<file path="config.mk">
export PLATFORM = sky130hd
export DESIGN_NAME = trng_seq_ctrl
export DESIGN_NICKNAME = d
export VERILOG_FILES = /design/src/rtl/hsm_trng_pkg.sv /design/src/rtl/trng_rnd_fifo.sv /design/src/rtl/trng_seq_ctrl.sv
export SDC_FILE = /design/constraint.sdc
export NUM_CORES = 1
export LEC_CHECK = 0
export CAP_MARGIN = 10
export CORE_AREA = 2 2 148 150
export DETAILED_ROUTE_END_ITERATION = 6
export DIE_AREA = 0 0 150 152
export GPL_ROUTABILITY_DRIVEN = 0
export PLACE_DENSITY = 0.71
export SLEW_MARGIN = 10
export SYNTH_ARGS = -nofsm -noshare
export SYNTH_HDL_FRONTEND = slang
export SYNTH_SLANG_ARGS = --single-unit
</file>
<file path="constraint.sdc">
create_clock -name clk -period 9.36 [get_ports clk]
set_input_delay 0.936 -clock clk [delete_from_list [all_inputs] [get_ports clk]]
set_output_delay 0.936 -clock clk [all_outputs]
set_load 0.05 [all_outputs]
</file>
<file path="src/rtl/hsm_trng_pkg.sv">
// Shared types and constants for the HSM TRNG sequencing controller and its
// register wrapper.
package hsm_trng_pkg;

  typedef enum logic [2:0] {
    ST_IDLE,
    ST_CLEAR,
    ST_WARMUP,
    ST_TRIG,
    ST_WAIT,
    ST_CHECK,
    ST_HALT
  } trng_seq_state_t;

  localparam int DEF_WARMUP_CYCLES  = 256;
  localparam int DEF_TIMEOUT_CYCLES = 1024;
  localparam int DEF_RCT_LIMIT      = 4;
  localparam int DEF_FIFO_DEPTH     = 4;

  // Bit positions in the wrapper's status register
  localparam int STAT_BUSY        = 0;
  localparam int STAT_RND_VALID   = 1;
  localparam int STAT_HEALTH_FAIL = 2;
  localparam int STAT_TIMEOUT_ERR = 3;
  localparam int STAT_LEVEL_LSB   = 4;

  function automatic int max2(input int a, input int b);
    return (a > b) ? a : b;
  endfunction

endpackage

</file>
<file path="src/rtl/trng_rnd_fifo.sv">
// Small synchronous FIFO buffering accepted random words; head is shown
// whenever valid and only advances on pop.
module trng_rnd_fifo #(
  parameter int DEPTH = 4,
  parameter int WIDTH = 32
) (
  input  logic                     clk,
  input  logic                     rst,
  input  logic                     flush,
  input  logic                     push,
  input  logic [WIDTH-1:0]         push_data,
  input  logic                     pop,
  output logic [WIDTH-1:0]         head,
  output logic                     valid,
  output logic [$clog2(DEPTH):0]   level
);

  localparam int AW = $clog2(DEPTH);
  localparam int LW = AW + 1;

  logic [WIDTH-1:0] mem [DEPTH];
  logic [AW-1:0]    wr_ptr;
  logic [AW-1:0]    rd_ptr;
  logic             do_push;
  logic             do_pop;
  logic [LW-1:0]    level_nxt;

  assign do_pop    = pop && valid;
  assign do_push   = push && (level != LW'(DEPTH));
  assign level_nxt = level + LW'(do_push) - LW'(do_pop);
  assign head      = mem[rd_ptr];

  always_ff @(posedge clk) begin
    if (rst || flush) begin
      wr_ptr <= '0;
      rd_ptr <= '0;
      level  <= '0;
      valid  <= 1'b0;
      if (rst) begin
        for (int i = 0; i < DEPTH; i++) mem[i] <= '0;
      end
    end else begin
      if (do_push) begin
        mem[wr_ptr] <= push_data;
        wr_ptr      <= wr_ptr + 1'b1;
      end
      if (do_pop) rd_ptr <= rd_ptr + 1'b1;
      level <= level_nxt;
      valid <= (level_nxt != '0);
    end
  end

endmodule

</file>
<file path="src/rtl/trng_seq_ctrl.sv">
// Sequencer for the ring-oscillator TRNG sampler: clear/warm-up/sample loop,
// repetition-count health test and an output word FIFO.
//
// state     | meaning
// IDLE      | sampler off, waiting for run
// CLEAR     | one-cycle sampler clear, FIFO flush, health test reset
// WARMUP    | oscillator settling, then wait for osc_running
// TRIG      | fire a sample trigger once the FIFO has room
// WAIT      | wait for sample_count to move
// CHECK     | repetition test, push or declare health failure
// HALT      | sampler off until err_clear; FIFO still drains
module trng_seq_ctrl
  import hsm_trng_pkg::*;
#(
  parameter int WARMUP_CYCLES  = DEF_WARMUP_CYCLES,
  parameter int TIMEOUT_CYCLES = DEF_TIMEOUT_CYCLES,
  parameter int RCT_LIMIT      = DEF_RCT_LIMIT,
  parameter int FIFO_DEPTH     = DEF_FIFO_DEPTH
) (
  input  logic                          clk,
  input  logic                          rst,
  input  logic                          run,
  input  logic                          err_clear,
  output logic                          trng_enable,
  output logic                          trng_sample_trig,
  output logic                          trng_clear,
  input  logic [31:0]                   trng_random,
  input  logic [31:0]                   trng_sample_count,
  input  logic                          trng_osc_running,
  output logic [31:0]                   rnd_data,
  output logic                          rnd_valid,
  input  logic                          rnd_ready,
  output logic [$clog2(FIFO_DEPTH):0]   fifo_level,
  output logic                          busy,
  output logic                          health_fail,
  output logic                          timeout_err
);

  localparam int LVL_W = $clog2(FIFO_DEPTH) + 1;
  localparam int TMR_W = $clog2(max2(WARMUP_CYCLES, TIMEOUT_CYCLES) + 1);
  localparam int REP_W = $clog2(RCT_LIMIT + 1);

  localparam logic [TMR_W-1:0] WARM_LOAD = TMR_W'(WARMUP_CYCLES - 1);
  localparam logic [TMR_W-1:0] TMO_LOAD  = TMR_W'(TIMEOUT_CYCLES - 1);
  localparam logic [LVL_W-1:0] LVL_FULL  = LVL_W'(FIFO_DEPTH);
  localparam logic [REP_W-1:0] REP_LIM   = REP_W'(RCT_LIMIT);

  trng_seq_state_t  state;
  logic [TMR_W-1:0] tmr;
  logic             warm_done;
  logic [31:0]      ref_cnt;
  logic [31:0]      prev_word;
  logic             prev_valid;
  logic [REP_W-1:0] rep_cnt;

  logic [REP_W-1:0] rep_new;
  logic             fifo_push;
  logic             fifo_flush;
  logic             fifo_pop_fire;
  logic [LVL_W-1:0] lvl_next;
  logic             full_next;

  assign rep_new       = (prev_valid && (trng_random == prev_word)) ? rep_cnt + 1'b1 : REP_W'(1);
  assign fifo_flush    = (state == ST_CLEAR);
  assign fifo_push     = (state == ST_CHECK) && run && (rep_new != REP_LIM);
  assign fifo_pop_fire = rnd_valid && rnd_ready;

  // Trigger decisions are registered, so they look at the FIFO level after this edge
  always_comb begin
    lvl_next = fifo_level;
    if (fifo_flush) lvl_next = '0;
    else            lvl_next = fifo_level + LVL_W'(fifo_push) - LVL_W'(fifo_pop_fire);
  end
  assign full_next = (lvl_next == LVL_FULL);

  always_ff @(posedge clk) begin
    if (rst) begin
      state            <= ST_IDLE;
      tmr              <= '0;
      warm_done        <= 1'b0;
      ref_cnt          <= '0;
      prev_word        <= '0;
      prev_valid       <= 1'b0;
      rep_cnt          <= '0;
      trng_enable      <= 1'b0;
      trng_sample_trig <= 1'b0;
      trng_clear       <= 1'b0;
      busy             <= 1'b0;
      health_fail      <= 1'b0;
      timeout_err      <= 1'b0;
    end else begin
      trng_sample_trig <= 1'b0;
      trng_clear       <= 1'b0;
      if (tmr != '0) tmr <= tmr - 1'b1;

      if (!run && (state inside {ST_CLEAR, ST_WARMUP, ST_TRIG, ST_WAIT, ST_CHECK})) begin
        state       <= ST_IDLE;
        trng_enable <= 1'b0;
        busy        <= 1'b0;
      end else begin
        case (state)
          ST_IDLE: begin
            if (run) begin
              state      <= ST_CLEAR;
              trng_clear <= 1'b1;
              busy       <= 1'b1;
            end
          end
          ST_CLEAR: begin
            state       <= ST_WARMUP;
            trng_enable <= 1'b1;
            tmr         <= WARM_LOAD;
            warm_done   <= 1'b0;
            prev_valid  <= 1'b0;
            rep_cnt     <= '0;
          end
          ST_WARMUP: begin
            if ((tmr == '0) || warm_done) begin
              if (trng_osc_running) begin
                state            <= ST_TRIG;
                trng_sample_trig <= !full_next;
                if (!full_next) tmr <= TMO_LOAD;
              end else if (!warm_done) begin
                warm_done <= 1'b1;
                tmr       <= TMO_LOAD;
              end else if (tmr == '0) begin
                timeout_err <= 1'b1;
                state       <= ST_HALT;
                trng_enable <= 1'b0;
                busy        <= 1'b0;
              end
            end
          end
          ST_TRIG: begin
            if (trng_sample_trig) begin
              state   <= ST_WAIT;
              ref_cnt <= trng_sample_count;
            end else begin
              trng_sample_trig <= !full_next;
              if (!full_next) tmr <= TMO_LOAD;
            end
          end
          ST_WAIT: begin
            if (trng_sample_count != ref_cnt) begin
              state <= ST_CHECK;
            end else if (tmr == '0) begin
              timeout_err <= 1'b1;
              state       <= ST_HALT;
              trng_enable <= 1'b0;
              busy        <= 1'b0;
            end
          end
          ST_CHECK: begin
            if (rep_new == REP_LIM) begin
              health_fail <= 1'b1;
              state       <= ST_HALT;
              trng_enable <= 1'b0;
              busy        <= 1'b0;
            end else begin
              prev_word        <= trng_random;
              prev_valid       <= 1'b1;
              rep_cnt          <= rep_new;
              state            <= ST_TRIG;
              trng_sample_trig <= !full_next;
              if (!full_next) tmr <= TMO_LOAD;
            end
          end
          ST_HALT: begin
            if (err_clear) begin
              health_fail <= 1'b0;
              timeout_err <= 1'b0;
              state       <= ST_IDLE;
            end
          end
          default: state <= ST_IDLE;
        endcase
      end
    end
  end

  trng_rnd_fifo #(
    .DEPTH (FIFO_DEPTH),
    .WIDTH (32)
  ) u_fifo (
    .clk       (clk),
    .rst       (rst),
    .flush     (fifo_flush),
    .push      (fifo_push),
    .push_data (trng_random),
    .pop       (rnd_ready),
    .head      (rnd_data),
    .valid     (rnd_valid),
    .level     (fifo_level)
  );

endmodule
</file>
==> results of run 1 <==
## per-layer routing
layer,vias to the layer above,share of wire
li1,3506,-
met1,3547,0.42
met2,178,0.50
met3,47,0.052
met4,0,0.026
met5,-,0
## sequential cells by signal, summed over array words and instances, names as in the netlist, 2 cells and up, named ones only
name / count
prev_word: 32
rep_cnt: 3
state: 3
u_fifo.mem: 128
u_fifo.rd_ptr: 2
tmr: 11
u_fifo.wr_ptr: 2
ref_cnt: 32
u_fifo.level: 3
## synth_stat cells (8+ instances only)
library cell / number / area share
edfxtp_1: 128 / 0.37
and2_1: 127 / 0.076
nand2_1: 116 / 0.042
dfxtp_1: 99 / 0.19
a21oi_1: 84 / 0.040
xor2_1: 39 / 0.033
clkbuf_1: 36 / 0.013
nand3_1: 36 / 0.017
mux4_2: 32 / 0.069
xnor2_1: 31 / 0.026
nor2_1: 27 / 0.0097
inv_1: 20 / 0.0072
nor3_1: 16 / 0.0076
o21ai_0: 13 / 0.0062
nor4_1: 12 / 0.0072
nand4_1: 10 / 0.0060
nand2b_1: 8 / 0.0048
nor2b_1: 8 / 0.0048
## power by group through the flow
stage	registers (W)	clock network (W)	logic, W
after floorplan	0.00119	0	0.000369
after global placement	0.00118	0	0.000523
after detailed placement	0.00118	0	0.000529
after CTS	0.00116	0.000916	0.000532
after global routing	0.00117	0.000956	0.000577
final	0.00116	0.000899	0.000527
## layout make-up
cell class	instances	area (µm²)	share of cell area
repair buffers	123	1200	0.0952
multi-input cells	633	4370	0.347
diodes	1	2.50	0.000199
clock inverters	12	76.3	0.00607
flip-flops and latches	227	5830	0.464
inverters	21	78.8	0.00627
clock buffers	34	669	0.0533
well taps	280	350	0.0279
## cell usage in the layout (no fill, tap or decap), types with 6 or more instances in the layout
cell type	synthesis	routed
nor4_1	12	12
a211oi_1	6	6
edfxtp_1	128	128
clkbuf_1	36	8
inv_1	20	20
nand4_1	10	10
nand2_1	116	116
xnor2_1	31	31
and2_1	127	127
nor3_1	16	14
o21ai_0	13	13
dfxtp_1	99	98
buf_4	6	12
clkbuf_16	0	25
nand3_1	36	36
nor2b_1	8	8
nand2b_1	8	8
a21oi_1	84	84
clkdlybuf4s50_1	0	110
nor2_1	27	27
xor2_1	39	39
mux4_2	32	32
## path summary, 6_finish.rpt
kind / end / startpoint / cells after the start / slack, ps
setup / recovery: tmr[7] / trng_random[30] / 13 / 4240
hold / removal: rep_cnt[1] / rep_cnt[1] / 1 / 460
setup reg to reg: tmr[7] / prev_word[30] / 12 / 4880
hold reg to reg: rep_cnt[1] / rep_cnt[1] / 1 / 460
## logic make-up (layout without fill, tap and decap cells)
kind of cell,count (synthesis),count (layout)
multiplexers,33,33
other,0,1
AND/OR/NAND/NOR,389,389
flip-flops,227,227
buffers and inverters,76,190
XOR/XNOR,70,70
adder cells (fa/ha/maj),7,7
AO/OA/AOI/OAI,134,134
## metrics by stage
stage	utilization	std cells
after CTS	0.588	1330
after global routing	0.588	1330
final	0.589	1331
after floorplan	-	936
after global placement	0.554	1284
after detailed placement	0.554	1284
==> metrics.log, run 1 <==
[metrics] result of the run: complete, no violations
[metrics] Max IR drop VDD: 141 µV
[metrics] setup slack after placement: 3690 ps
[metrics] die height: 152 µm
[metrics] TNS Setup: 0 ps
[metrics] maximum fanout encountered on the critical timing path: 42
[metrics] Synth Area in Compound Gates: 0.0749
[metrics] routing usage on met3: 0.0432
[metrics] Max Transition Viols Final: 0
[metrics] floorplan row count: 54
[metrics] maximum root-to-sink buffer count: 3
[metrics] Setup Crit Path Kind: primary input to flip-flop
[metrics] register area share after synthesis: 0.556
[metrics] Post-synth EDFFs: 128
[metrics] total overflow reported by the global router: 0
[metrics] Clock Pin Slew Worst Setup and Hold Paths: 60 ps
[metrics] Filler cells: 1814
[metrics] via/cell ratio: 5.47
[metrics] overall fraction of global-route tracks in use: 0.210
[metrics] width of the die: 150 µm
[metrics] fraction of power consumed by the clock network: 0.348
[metrics] met1 usage in global routing: 0.269
[metrics] final layout net count: 1108
[metrics] number of failing setup endpoints in the final timing report: 0
[metrics] Tightest Pin Transition: 985 ps
[metrics] number of sinks driven by the clock tree: 227
[metrics] clock tree root driver cell: clkbuf_16
[metrics] Final Total Pwr: 0.00259 W
[metrics] number of nets produced by synthesis: 1013
[metrics] XOR/XNOR Fraction of Synth Area: 0.0585
[metrics] number of antenna violations at the first check in global routing: 0
[metrics] largest net degree at the start of global routing: 89
[metrics] clock tree from TritonCTS: built
[metrics] Worst Hold Slack: 456 ps
[metrics] Worst setup EP type: flip-flop
[metrics] worst-path cell chain: clkdlybuf4s50_1 -> xnor2_1 -> nand4_1 -> nor4_1 -> nand4b_2 -> nand2_2 -> inv_1 -> ha_1 -> fa_1 -> or4_1 -> o221ai_1 -> a31o_1 -> a21oi_1
[metrics] clock buffers created by TritonCTS: 25
[metrics] power per unit of standard cell area: 206 mW/mm²
[metrics] FMAX: 0.195 GHz
[metrics] fin crit share: 0.547
[metrics] master of the slowest instance on the critical path: nand2_2
[metrics] Synth Area in Simple Gates: 0.200
[metrics] critical path data required time: 9710 ps
[metrics] flops & latches, synth: 227
[metrics] Synth warnings: 0
[metrics] Worst slew margin: 0.343
[metrics] remaining number of nets flagged by the antenna check after routing: 0
[metrics] Clock Skew: 20.8 ps
[metrics] dominant register cell in the synthesized netlist: edfxtp_1
[metrics] maximum single-stage delay on the critical path: 680 ps
[metrics] setup repair bufs after CTS: 0
[metrics] kind of cell with the highest combined delay on the critical path: simple AND/OR/NAND/NOR gates
[metrics] cell area after synthesis: 0.0105 mm²
[metrics] count of hold buffers inserted by post-cts repair: 0
[metrics] post-layout instance area: 0.0126 mm²
[metrics] post-layout worst setup margin: 4240 ps
[metrics] combinational family with the most area after synthesis: simple AND/OR/NAND/NOR gates
[metrics] synthesized netlist cell count: 936
[metrics] fraction of the mapped netlist area in adder cells: 0.00979
[metrics] proportion of synthesized area in mux cells: 0.0698
[metrics] wire length of the first global-routing pass: 38000 µm
[metrics] insertion delay to the later sink of the worst-skew pair: 540 ps
[metrics] syn avg cell area: 11.2 µm²
[metrics] Starting DRT DRC Count: 397
[metrics] post-layout minimum cycle time: 5120 ps
[metrics] DRC violation count after routing: 0
[metrics] met2 GRT Util: 0.357
[metrics] Die Outline Area: 0.0228 mm²
[metrics] Total Routed Length: 23700 µm
[metrics] Avg WL per Cell: 17.8 µm
[metrics] number of input and output port buffers inserted: 111
[metrics] busiest metal layer after global routing: met2
[metrics] total internal power: 0.00182 W
[metrics] Max Cap Viol: 0
[metrics] io pins: 112
[metrics] synth-to-layout area growth: 20.0%
[metrics] share of total power consumed by net switching: 0.295
[metrics] depth of the CTS H-tree: 1
[metrics] layout cells sized above 1: 0.0981
[metrics] number of global-route vias before repair: 7281
[metrics] number of buffers and inverters on the critical path: 2
[metrics] setup repair after global routing missed its margin: no
[metrics] effective utilization at floorplan: 0.491
[metrics] Hold WC Path Type: flip-flop to flip-flop
[metrics] first drt pass iteration count: 5
[metrics] fraction of synthesis flops using an asynchronous set or reset pin: 0
[metrics] type of origin of the critical path: primary input
[metrics] post-cts resize count: 0
[metrics] relative contribution of combinational cells to total power: 0.204
[metrics] Switch Pwr: 0.000763 W
[metrics] detailed-route via count: 7278
[metrics] Seq pwr share: 0.449
[metrics] area of the core region: 0.0214 mm²
[metrics] HPWL after detailed placement: 14500 µm
[metrics] standard cell area after detailed placement: 0.0118 mm²
[metrics] number of library cell types mapped by synthesis: 62
[metrics] static leakage: 4.42 nW
[metrics] Hold Violations, Final: 0
[metrics] Worst EP arrival: 5470 ps
Note: power is estimated with default switching activity, not from simulation.
==> run 2, diff against run 1 <==
- clock period: 9.36 -> 5.1 ns (I/O delays scaled with it)
==> run 2 against run 1 <==
Non-clock buffer count increased by 4; cell area increased by 1.2%; critical path depth unchanged; register-to-register slack got worse by 3600 ps; first-iteration DRC count decreased by 4.3%; clock power increased by 110%; clock skew decreased by 3.2 ps; combinational power increased by 82%; critical path type unchanged; highest routed layer unchanged.
==> metrics.log, run 2 (synthesized netlist as in run 1, its figures left out) <==
[metrics] result of the run: complete, no violations
[metrics] Max Cap Viol: 0 (unchanged)
[metrics] most common cell after layout, fill and taps aside: edfxtp_1
[metrics] Worst slew margin: 0.346 (+0.00297)
[metrics] FMAX: 0.245 GHz
[metrics] count of hold buffers inserted by post-cts repair: 0 (unchanged)
[metrics] die height: 152 µm (unchanged)
[metrics] Hold WC Path Type: flip-flop to flip-flop
[metrics] Reg2Reg Depth: 12 (unchanged)
[metrics] width of the die: 150 µm (unchanged)
[metrics] HPWL after detailed placement: 14900 µm (+3.2%)
[metrics] largest net degree at the start of global routing: 55 (-38%)
[metrics] master of the slowest instance on the critical path: clkdlybuf4s50_1
[metrics] clock buffers created by TritonCTS: 24 (-4.0%)
[metrics] floorplan row count: 54 (unchanged)
[metrics] synth-to-layout area growth: 21.4%
[metrics] clock tree root driver cell: clkbuf_16
[metrics] kind of cell with the highest combined delay on the critical path: simple AND/OR/NAND/NOR gates
[metrics] Hold Crit Start: prev_word[31]
[metrics] post-layout instance area: 0.0127 mm² (+1.2%)
[metrics] Most flops, register: u_fifo.mem
[metrics] Clock Skew: 17.6 ps (-3.17 ps)
[metrics] number of failing setup endpoints in the final timing report: 0 (unchanged)
[metrics] first drt pass iteration count: 5 (unchanged)
[metrics] area of the core region: 0.0214 mm² (unchanged)
[metrics] overall fraction of global-route tracks in use: 0.215 (+0.00504)
[metrics] Die Outline Area: 0.0228 mm² (unchanged)
[metrics] wire length of the first global-routing pass: 39000 µm (+2.8%)
[metrics] detailed-route via count: 7328 (+0.69%)
[metrics] standard cell area after detailed placement: 0.0118 mm² (+0.25%)
[metrics] setup slack after placement: 485 ps (-3200 ps)
[metrics] final layout net count: 1111 (+0.27%)
[metrics] post-cts resize count: 0 (unchanged)
[metrics] DRC violation count after routing: 0 (unchanged)
[metrics] Worst setup EP type: flip-flop
[metrics] number of sinks driven by the clock tree: 227 (unchanged)
[metrics] setup repair bufs after CTS: 0 (unchanged)
[metrics] critical path data required time: 5560 ps (-4150 ps)
[metrics] number of buffers and inverters on the critical path: 2 (unchanged)
[metrics] effective utilization at floorplan: 0.491 (unchanged)
[metrics] Max Transition Viols Final: 0 (unchanged)
[metrics] clock tree from TritonCTS: built
[metrics] worst-path cell chain: clkdlybuf4s50_1 -> xnor2_1 -> nand4_1 -> nor4_1 -> nand4b_2 -> nand2_2 -> inv_1 -> ha_1 -> fa_1 -> or4_1 -> o221ai_1 -> a31o_1 -> o2111a_1
[metrics] post-layout worst setup margin: 1020 ps (-3230 ps)
[metrics] setup repair after global routing missed its margin: no
[metrics] Clock Pin Slew Worst Setup and Hold Paths: 60 ps (about the same)
[metrics] TNS Setup: 0 ps (unchanged)
[metrics] post-layout minimum cycle time: 4080 ps
[metrics] total number of cells along the worst setup path: 13 (unchanged)
[metrics] layout cells sized above 1: 0.107 (+0.00932)
[metrics] number of input and output port buffers inserted: 111 (unchanged)
[metrics] io pins: 112 (unchanged)
[metrics] Avg WL per Cell: 18.0 µm (+0.93%)
[metrics] Setup Crit Path Kind: primary input to flip-flop
[metrics] Filler cells: 1788 (-1.4%)
[metrics] flip-flop count of the largest register after layout: 128 (unchanged)
[metrics] remaining number of nets flagged by the antenna check after routing: 0 (unchanged)
[metrics] Starting DRT DRC Count: 380 (-4.3%)
[metrics] fin crit share: 0.801
[metrics] maximum single-stage delay on the critical path: 610 ps (-70 ps)
[metrics] Tightest Pin Transition: 980 ps (-4.45 ps)
[metrics] Worst EP arrival: 4550 ps (-920 ps)
[metrics] maximum root-to-sink buffer count: 3 (unchanged)
[metrics] Total Routed Length: 24000 µm (+1.1%)
[metrics] Hold Violations, Final: 0 (unchanged)
[metrics] Worst setup startpoint: trng_random[16]
[metrics] top flop regs: u_fifo.mem: 128 flops, prev_word: 32 flops, ref_cnt: 32 flops
[metrics] static leakage: 4.51 nW (+1.9%)
[metrics] number of antenna violations at the first check in global routing: 1 (+1)
[metrics] type of origin of the critical path: primary input
[metrics] number of global-route vias before repair: 7547 (+3.7%)
[metrics] top library cells by usage in the layout, fill and taps aside: edfxtp_1 (128), and2_1 (127), nand2_1 (116), clkdlybuf4s50_1 (110), dfxtp_1 (98)
[metrics] via/cell ratio: 5.50 (+0.54%)
[metrics] maximum fanout encountered on the critical timing path: 9 (-79%)
[metrics] insertion delay to the later sink of the worst-skew pair: 510 ps (-30 ps)
[metrics] R2R Path Start: prev_word[24]
[metrics] count of cells along the worst hold path: 2 (+1)
[metrics] end-of-flow core utilization: 0.596 (+0.00697)
[metrics] Max IR drop VDD: 318 µV (+120%)
[metrics] Final Total Pwr: 0.00495 W (+91%)
[metrics] depth of the CTS H-tree: 1 (unchanged)
[metrics] total overflow reported by the global router: 0 (unchanged)
[metrics] power per unit of standard cell area: 389 mW/mm² (+89%)
-- run 2: metal layers --
layer,up-vias,share of wire,track usage
li1,3516,-,-
met1,3576,0.41,0.275
met2,193,0.51,0.369
met3,43,0.062,0.0441
met4,0,0.022,0.0602
met5,-,0,0
-- run 2: cell type report --
type / count / area (µm²) / area share
Multi-Input combinational cell: 633 / 4370 / 0.343
Tap cell: 280 / 350 / 0.0276
Inverter: 21 / 78.8 / 0.00620
Clock buffer: 40 / 788 / 0.0620
Timing Repair Buffer: 127 / 1230 / 0.0964
Sequential cell: 227 / 5830 / 0.458
Antenna cell: 1 / 2.50 / 0.000197
Clock inverter: 4 / 76.3 / 0.00600
-- run 2: worst paths after layout --
path	slack, ps	end
worst max-delay path	1020	tmr[10]
worst min register to register	460	prev_word[31]
worst min-delay path	460	prev_word[31]
worst max register to register	1270	tmr[10]
-- run 2: report_power, final --
part	internal (W)	switching (W)	total, W
Clock	0.00116	0.000692	0.00185
Sequential	0.00203	0.000109	0.00214
Combinational	0.000392	0.000567	0.000960
Total	0.00358	0.00137	0.00495
-- run 2: worst min-delay path, delay by kind of cell (launching register included) --
family	cells	cell delay (ps)
flip-flops	1	310
AO/OA/AOI/OAI	1	50
AND/OR/NAND/NOR	1	50
-- run 2: through the flow --
stage,instances,hold WS [ps]
2_1_floorplan,936,431
3_3_place_gp,1288,442
3_5_place_dp,1288,447
4_1_cts,1332,457
5_1_grt,1332,478
6_report,1333,456
